`src/rtl/axis_video_rx_checker_sat_counter.sv`:
```
// sat_counter: up-counter that sticks at all-ones, with synchronous clear
module sat_counter #(
    parameter int WIDTH = 16
) (
    input  logic             clk,
    input  logic             rst,
    input  logic             clr,
    input  logic             inc,
    output logic [WIDTH-1:0] cnt
);
    // count up on inc, hold once every bit is set
    always_ff @(posedge clk) begin
        if (rst || clr)
            cnt <= '0;
        else if (inc && cnt != {WIDTH{1'b1}})
            cnt <= cnt + 1'b1;
    end
endmodule

```
`config.mk`:
```
export PLATFORM = sky130hd
export DESIGN_NAME = sat_counter
export DESIGN_NICKNAME = d
export VERILOG_FILES = /design/src/rtl/axis_video_rx_checker_sat_counter.sv
export SDC_FILE = /design/constraint.sdc
export NUM_CORES = 1
export LEC_CHECK = 0
export ABC_AREA = 1
export CORE_ASPECT_RATIO = 0.9
export CORE_UTILIZATION = 40
export CTS_BUF_LIST = sky130_fd_sc_hd__clkbuf_16
export DETAILED_ROUTE_END_ITERATION = 16
export PLACE_DENSITY_LB_ADDON = 0.15
export SYNTH_ARGS = -nofsm -noshare
export SYNTH_HDL_FRONTEND = slang
export SYNTH_SLANG_ARGS = --single-unit
```
`constraint.sdc`:
```
create_clock -name clk -period 1.6 [get_ports clk]
set_clock_uncertainty 0.15 [all_clocks]
set_input_delay 0.16 -clock clk [delete_from_list [all_inputs] [get_ports clk]]
set_output_delay 0.16 -clock clk [all_outputs]
set_load 0.02 [all_outputs]
```
=== Yosys cells after proc, flatten, opt, wreduce, memory -nomap -nowiden ===
Index checks and enable logic that the tools add are counted.

* Register bits after elaboration: 16
* Input port bits: 4
* Output and inout bits: 16

* Eq/ne operators: 1
* Reductions and logical operators: 2
* $add $sub $neg: 1

{| class="wikitable"
|+ Operators with widths
! cell !! number
|-
| 16-bit by 1-bit adder with 16-bit output (second input constant) || 1
|-
| 16-bit inequality test (second input constant) || 1
|-
| 1-bit logical AND || 1
|-
| 1-bit logical OR || 1
|}

=== Logic depth before layout (Yosys ltp) ===
Gate-level depths: netlist of the first run.

* Depth in word-level cells: 2
* Mapped depth: 9
* Depth with buffers taken out: 9

=== Worst setup path after synthesis of the first run ===
OpenSTA, ideal clock, no wires.

* Path kind: register to register
* Start point: register cnt[1]
* End point: register cnt[13]
* Cell stages (with the launch flop): 8
* Setup time: 115 ps
* Path slack: -57 ps
* Arrival: 1,391 ps
* Period minus slack after synthesis: 1,657 ps
* Path through: dfxtp_1 ha_1 nand2_1 nor2_2 nand4_2 buf_6 a21oi_1 nor2_1

* Word-level cells in the longest chain between the ends: 2

{| class="wikitable"
|+ Ends and longest elaborated chain
! item !! RTL line !! text
|-
| start: declaration || 9 || <nowiki>output logic [WIDTH-1:0] cnt</nowiki>
|-
| start signal: assignment || 16 || <nowiki>cnt <= cnt + 1'b1;</nowiki>
|-
| branches (longest 2 deep; another with 16-bit by 1-bit adder with 16-bit output) || - ||
|}

Several ways; the timed one is not identified.
A chain may end at the register's enable or synchronous reset.

=== Worst setup path in the final report of the first run ===
* Start point: register cnt[15]
* End point: output cnt[15]

No word-level cell between the ends.

==> impl_metrics.ini, run 1 <==
[logic_synthesis]
synthesis.nets = 154
yosysTopAreaCell = dfxtp_1
ys_top_cells_by_count = nand2_1, nor2_1, dfxtp_1
yosysWarnings = 0
ys_top_cells_by_area = dfxtp_1, nand2_1, nor2_1
synthCells = 149
syn_area_um2 = 951
synth_edf_count = 0
synthFlopType = dfxtp_1
synth_top_area_share = 0.337
avgSynthCellArea_um2 = 6.38
ys_seq_elements = 16
ys_types = 21
yosysSeqAreaShare = 0.337
yosys.cell_count.top_type = nand2_1
async_reset_ff_frac = 0

[clock_network]
cts_tree = done
cts_sinks = 16
clk_root_buffer_cell = clkbuf_16
post_cts_buffers = 0
clk_latency_ns = 0.25
ctsLongestPathBuffers = 2
cts_made_buffers = 3
cts_max_level = 1
path_clk_slew_ns = 0.05
cts_hold_buf = 0

[worst_setup_path]
critPathCaptureType = primary output
cp.arrival_ns = 1.24
critical_path.cell_chain = clkdlybuf4s50_1
path_delay_family = buffers and inverters
critPathBufInv = 1
path_max_fanout = 4
cp.required_ns = 1.29
start_kind = flop
path_class = flop to primary output
cpPeakStageDelay_ns = 0.62
critPathSlowestCell = clkdlybuf4s50_1

[pwr]
power_density_nw_per_um2 = 681
leakage_nw = 0.697
peakVddDrop_uv = 762

[finish]
reg_top3 = cnt: 16 flops
synthToLayoutAreaGrowth_pct = 45.9
regArea_um2 = 323
multi_input_area_um2 = 628
drive_above_1_share = 0.212
final_nets = 185
antennaDiodeCount = 0
fillCellCount = 207
largest-register = cnt
fin_util = 0.630
largest_register_ffs = 16

[flow_run]
maxCapViolCount = 0

[sta]
maxSlewHeadroom = 0.853
drv_slew = 0
min_period_over_period = 0.972
worst_pin_slew_ns = 0.218
rsz0062_at_grt = yes
whs_ns = 0.386
fin_crit_ns = 1.55
hold_violations = 0
max_freq_mhz = 643
setup_viol = 0

[route]
drt_first_pass_iters = 4
met1_length_um = 1050
post_drt_via_cell_ratio = 5.00
drt_iter0_drc = 26
met2WireLength_um = 1070
vias = 1030
ant_nets = 0
drcViolationCount = 0
wirelength_um = 2250
avgRoutedWirePerCell_um = 10.9
dr.max_layer_used = met4
route.met3.wl_um = 122

[run_status]
outcome = finished clean

[grt]
grt_pass1_vias = 834
grt_max_degree = 17
antenna_found_initial = 0
grt_pass1_wl_um = 3640
gr-total-overflow = 0
track_usage = 0.201

[floorplanning]
row_count = 16
die_area_um2 = 2580
dieHeight_um = 48.3
io_pins = 20
die_w_um = 53.4
start_util = 0.432
fp.coreArea_um2 = 2200

[worst_hold_path]
hp-class = flop to flop

[place]
gp_congestion = 0.853
dpl.hpwl_um = 1670
port_buffers = 19
## layout by cell type (no fill, tap or decap), drive strengths merged
master / count
nand2: 42
nor2: 41
dfxtp: 16
nand3: 14
inv: 14
a21oi: 9
buf: 9
dlymetal6s2s: 8
dlygate4sd2: 7
clkdlybuf4s50: 4
nand4: 4
o21ai: 4
clkbuf: 3
a21boi: 1
nor3: 1
ha: 1
clkinv: 1
## cell type report
| cell class | count | share of cell area |
|---|---|---|
| well taps | 27 | 0.0243 |
| inverters | 14 | 0.0397 |
| repair buffers | 28 | 0.194 |
| multi-input cells | 117 | 0.453 |
| clock buffers | 3 | 0.0541 |
| flip-flops and latches | 16 | 0.233 |
| clock inverters | 1 | 0.00271 |
## metal layers
layer	GRT usage	up-vias
li1	-	537
met5	0	-
met4	0.0474	0
met2	0.323	22
met1	0.262	469
met3	0.0685	2
## logic make-up after synthesis
logic type | synth area share
buf+inv | 0.0750
fa+ha+maj | 0.0132
flops | 0.337
simple gates | 0.495
compound gates | 0.0803
## path summary, 6_finish.rpt
path,cells after the start,endpoint,slack [ns],from
worst min register to register,2,cnt[5]$_SDFFE_PP0P_,0.39,cnt[5]$_SDFFE_PP0P_
worst max register to register,7,cnt[2]$_SDFFE_PP0P_,0.09,cnt[4]$_SDFFE_PP0P_
worst min-delay path,2,cnt[5]$_SDFFE_PP0P_,0.39,cnt[5]$_SDFFE_PP0P_
worst max-delay path,1,cnt[15],0.05,cnt[15]$_SDFFE_PP0P_
## power by group
group / switching [mW] / leakage (nW) / internal, mW / total [mW]
registers: 0.00221 / 0.130 / 0.402 / 0.404
logic: 0.0273 / 0.529 / 0.0239 / 0.0512
clock network: 0.159 / 0.0385 / 0.332 / 0.490
## metrics by stage
stage | power, mW | area [um^2] | TNS, ns | std cells | setup slack, ns
finish | 0.946 | 1390 | 0 | 206 | 0.0450
global placement | 0.461 | 1230 | -0.0141 | 202 | -0.0141
detailed placement | 0.462 | 1230 | -0.0394 | 202 | -0.0209
floorplan | 0.438 | 953 | 0 | 149 | 0.0544
CTS | 0.959 | 1300 | 0 | 206 | 0.00437
global route | 0.987 | 1390 | -0.0288 | 206 | -0.0288
## timing repair
action,CTS,global route
endpoints found under the setup margin,7,20
pin swaps,0,2
gates resized for setup,7,27
No activity file was read; power rests on OpenSTA's default activity.
==> inputs of run 2 (changes only) <==
Clock period 1.6 ns to 1.5 ns, I/O delays scaled along.
==> run 2 against run 1 <==
Worst setup slack worse by 0.018 ns. Via count up 9.8%. Count of clock-buffer cells in the layout unchanged. Critical path type is now flop to flop. Final cell count up 9.7%. Wire length up 22%. First-iteration DRC count down 35%. Flip-flop and latch count unchanged. Global-route usage up 3.1 points. Die area unchanged. Largest cell class unchanged. Worst hold slack worse by 0.030 ns. Largest power group unchanged. Register-to-register slack worse by 0.06 ns.
==> impl_metrics.ini, run 2 (synthesis gave the netlist of run 1 again) <==
[grt]
grt_max_degree = 17
grt_pass1_wl_um = 4180
antenna_found_initial = 0
track_usage = 0.232
gr-total-overflow = 0
grt_pass1_vias = 949

[sta]
maxSlewHeadroom = 0.860
setup_viol = 0
min_period_over_period = 0.982
hold_violations = 0
finalSetupTns_ns = 0
drv_slew = 0
fin_crit_ns = 1.47
max_freq_mhz = 679
worst_pin_slew_ns = 0.211
rsz0062_at_grt = yes

[pwr]
comb_power_share = 0.059
swShare = 0.207
intPower_uw = 806
leakage_nw = 0.690
p_switching_uw = 211
power_density_nw_per_um2 = 640
seq_power_share = 0.420
pwr-share-clk = 0.521
peakVddDrop_uv = 968

[finish]
drive_above_1_share = 0.392
antennaDiodeCount = 0
layout_commonest_cell = nand2_1
largest-register = cnt
reg_top3 = cnt: 16 flops
largest_register_ffs = 16
final_nets = 205
synthToLayoutAreaGrowth_pct = 67.0
final_cell_mix = nand2_1, buf_4, nor2_1
stdcell_count = 226

[route]
drcViolationCount = 0
avgRoutedWirePerCell_um = 12.2
met1_length_um = 1180
post_drt_via_cell_ratio = 5.00
route.met3.wl_um = 97
drt_first_pass_iters = 4
vias = 1131
drt_iter0_drc = 17
met2WireLength_um = 1440
wirelength_um = 2760
dr.max_layer_used = met4
ant_nets = 0

[worst_setup_path]
critPathCaptureType = flop
path_max_fanout = 5
cp.required_ns = 1.49
start_kind = flop
path_class = flop to flop
cp.arrival_ns = 1.47

[flow_run]
maxCapViolCount = 0

[run_status]
outcome = finished clean

[place]
gp_congestion = 0.902
dp_cells = 221
dpl.hpwl_um = 2010
port_buffers = 19

[clock_network]
path_clk_slew_ns = 0.05
clk_root_buffer_cell = clkbuf_16
cts_max_level = 1
cts_tree = done
cts_made_buffers = 3
cts_sinks = 16
ctsLongestPathBuffers = 2
clk_latency_ns = 0.25

[worst_hold_path]
hp-class = flop to flop

[floorplanning]
die_area_um2 = 2580
start_util = 0.432
io_pins = 20
die_w_um = 53.4
fp.coreArea_um2 = 2200
dieHeight_um = 48.3
row_count = 16
[run 2: cell types whose count changed in the layout (fill, tap and decap cells not counted), moves of 4 or more]
cell            before  now
nand3_2              1    5
dlygate4sd2_1        7   16
dlymetal6s2s_1       8    0
nor2_1              29   25
dfxtp_1             14    8
buf_4                9   27
nand3_1             13    8
[run 2: worst max-delay path, stage by stage (launching register included)]
cell,delay [ns]
dfxtp_4,0.35
ha_4,0.14
nand2_2,0.07
nor2_4,0.11
nand2_2,0.09
nor2_4,0.19
nor2_4,0.08
a21oi_2,0.13
nor2_1,0.05
[run 2: repair_timing]
action / 4_1_cts / 5_1_grt
endpoints found under the setup margin: 20 / 16
hold buffers: 0 / 0
pin swaps: 0 / 16
endpoints found under the hold margin: 0 / 0
setup buffers: 0 / 1
gates resized for setup: 21 / 35
[run 2: path summary, 6_finish.rpt]
path,startpoint,to,slack [ns],cells past startpoint
min reg2reg,cnt[5]$_SDFFE_PP0P_,cnt[5]$_SDFFE_PP0P_,0.36,2
max,cnt[1]$_SDFFE_PP0P_,cnt[2]$_SDFFE_PP0P_,0.03,8
max reg2reg,cnt[1]$_SDFFE_PP0P_,cnt[2]$_SDFFE_PP0P_,0.03,8
min,cnt[5]$_SDFFE_PP0P_,cnt[5]$_SDFFE_PP0P_,0.36,2
[run 2: stage by stage]
stage	power, mW	setup WS, ns	util	hold WS, ns	instance area (um^2)
floorplan	0.466	0.00412	-	0.190	972
global placement	0.494	-0.0434	0.630	0.344	1390
detailed placement	0.495	-0.0698	0.630	0.350	1390
CTS	1.03	-0.0181	0.664	0.357	1460
global route	1.05	-0.0414	0.721	0.388	1590
finish	1.02	0.0266	0.721	0.356	1590
[run 2: power by group through the flow]
stage / Clock (mW) / Sequential, mW / Combinational (mW)
2_1_floorplan: 0 / 0.442 / 0.0245
4_1_cts: 0.542 / 0.428 / 0.0563
5_1_grt: 0.552 / 0.427 / 0.0675
3_5_place_dp: 0 / 0.437 / 0.0577
6_report: 0.530 / 0.427 / 0.0597
3_3_place_gp: 0 / 0.437 / 0.0566
[run 2: area by class of cell]
cell class / count / area, um^2
clock buffers: 3 / 75.1
clock inverters: 1 / 3.75
fillers: 185 / 614
inverters: 14 / 52.6
multi-input cells: 117 / 689
flip-flops and latches: 16 / 338
well taps: 27 / 33.8
repair buffers: 48 / 395
[run 2: routing by layer]
metal  vias up  global-route usage
met5         -                   0
met4         0              0.0474
met3         6              0.0654
met2        19               0.435
met1       531               0.266
li1        575                   -
==> inputs of run 3 (changes only) <==
Settings changed: DONT_BUFFER_PORTS from default to 1, SKIP_CTS_REPAIR_TIMING from default to 1.
==> run 3 against run 2 <==
The run now ends with setup timing left. Power fell by 0.94%. Wire length decreased by 0.65%. Critical path type unchanged. First-iteration DRC count fell by 12%. Die area unchanged.
==> impl_metrics.ini, run 3 (synthesis gave the netlist of run 1 again) <==
[worst_setup_path]
path_delay_family = simple AND/OR/NAND/NOR gates
cp.depth = 8
start_kind = flop
path_class = flop to flop
cpPeakStageDelay_ns = 0.35
crit_path_start = cnt[0]$_SDFFE_PP0P_
cp.required_ns = 1.49
path_max_fanout = 4
critical_path.cell_chain = buf_4, nand3_1, nor2_2, nand2_1, nor2_1, nand3_1, nand2_1, nor2_1
critPathCaptureType = flop
critPathSlowestCell = dfxtp_4
r2r-end = cnt[13]$_SDFFE_PP0P_
r2r_slack_ns = -0.004
cp.arrival_ns = 1.50
reg2reg_depth = 8
critPathBufInv = 1
r2r_start = cnt[0]$_SDFFE_PP0P_
endpoint = cnt[13]$_SDFFE_PP0P_

[finish]
layout_commonest_cell = nand2_1
final_nets = 192
fillCellCount = 212
multi_input_area_um2 = 658
antennaDiodeCount = 0
largest_register_ffs = 16
final_cell_mix = nand2_1, buf_4, nor2_1
largest-register = cnt
design_area_um2 = 1410
drive_above_1_share = 0.371
regArea_um2 = 332
reg_top3 = cnt: 16 flops
synthToLayoutAreaGrowth_pct = 48.6
stdcell_count = 213

[grt]
gr-total-overflow = 0
grt_pass1_wl_um = 3770
antenna_found_initial = 0
grt_max_degree = 17
track_usage = 0.210
grt_pass1_vias = 838

[clock_network]
cts_made_buffers = 3
cts_sinks = 16
clk_root_buffer_cell = clkbuf_16
clk_latency_ns = 0.25
cts_tree = done
cts_max_level = 1
ctsLongestPathBuffers = 2
path_clk_slew_ns = 0.05

[place]
dp_cells = 198
placed_area_um2 = 1170
port_buffers = 0
gp_congestion = 0.881
dp_slack_ns = -0.0858
dpl.hpwl_um = 1820

[sta]
min_period_over_period = 1.00
worst_pin_slew_ns = 0.256
finalSetupTns_ns = -0.00442
maxSlewHeadroom = 0.829
hold_violations = 0
fin_crit_ns = 1.50
setup_viol = 2
max_freq_mhz = 665
rsz0062_at_grt = yes
layout_setup_ws_ns = -0.00389
drv_slew = 0

[pwr]
p_switching_uw = 208
intPower_uw = 799
pwr-share-clk = 0.528
leakage_nw = 0.611
seq_power_share = 0.425
peakVddDrop_uv = 614
swShare = 0.207
power_density_nw_per_um2 = 713
comb_power_share = 0.047

[floorplanning]
start_util = 0.432
die_area_um2 = 2580
io_pins = 20
die_w_um = 53.4
row_count = 16
dieHeight_um = 48.3
fp.coreArea_um2 = 2200

[run_status]
outcome = finished, violations left
violations = setup timing

[route]
drcViolationCount = 0
avgRoutedWirePerCell_um = 12.9
wirelength_um = 2740
vias = 1091
ant_nets = 0
post_drt_via_cell_ratio = 5.12
drt_iter0_drc = 15
drt_first_pass_iters = 4

[worst_hold_path]
hp-class = input port to flop
whs_path_depth = 4

[flow_run]
maxCapViolCount = 0
run 3: worst reg2reg max path: stages, from the launching register on:
cell,delay (ns)
dfxtp_4,0.35
buf_4,0.16
nand3_1,0.13
nor2_2,0.16
nand2_1,0.10
nor2_1,0.16
nand3_1,0.10
nand2_1,0.07
nor2_1,0.03
run 3: worst min-delay path by stage:
stage	from	to	slack [ns]
global route	inc	cnt[7]$_SDFFE_PP0P_	0.07
floorplan	inc	cnt[11]$_SDFFE_PP0P_	0.19
CTS	inc	cnt[11]$_SDFFE_PP0P_	-0.03
finish	inc	cnt[7]$_SDFFE_PP0P_	0.03
global placement	inc	cnt[11]$_SDFFE_PP0P_	0.23
detailed placement	inc	cnt[11]$_SDFFE_PP0P_	0.23
run 3: layout make-up:
type                            instances  share of cell area
Inverter                               14              0.0372
Clock inverter                          1             0.00266
Multi-Input combinational cell        118               0.466
Sequential cell                        16               0.235
Tap cell                               27              0.0239
Clock buffer                            3              0.0531
Timing Repair Buffer                   34               0.182
run 3: stage by stage:
stage          power [mW]  utilization  hold WS (ns)
3_5_place_dp        0.477        0.530         0.227
5_1_grt              1.04        0.641        0.0731
3_3_place_gp        0.475        0.530         0.225
6_report             1.01        0.641        0.0308
4_1_cts              1.01        0.566       -0.0322
2_1_floorplan       0.466            -         0.190
run 3: metal layers:
layer | part of all wire | global-route usage | routed length (um)
met5 | 0 | 0 | 0
met4 | 0.0095 | 0.0474 | 26
met3 | 0.035 | 0.0654 | 96
met2 | 0.51 | 0.365 | 1410
met1 | 0.44 | 0.258 | 1210
run 3: power groups by stage:
| stage | Combinational, mW | Sequential (mW) | Clock [mW] |
|---|---|---|---|
| floorplan | 0.0245 | 0.442 | 0 |
| global placement | 0.0376 | 0.438 | 0 |
| detailed placement | 0.0391 | 0.438 | 0 |
| CTS | 0.0393 | 0.429 | 0.541 |
| global route | 0.0520 | 0.429 | 0.562 |
| finish | 0.0469 | 0.428 | 0.532 |
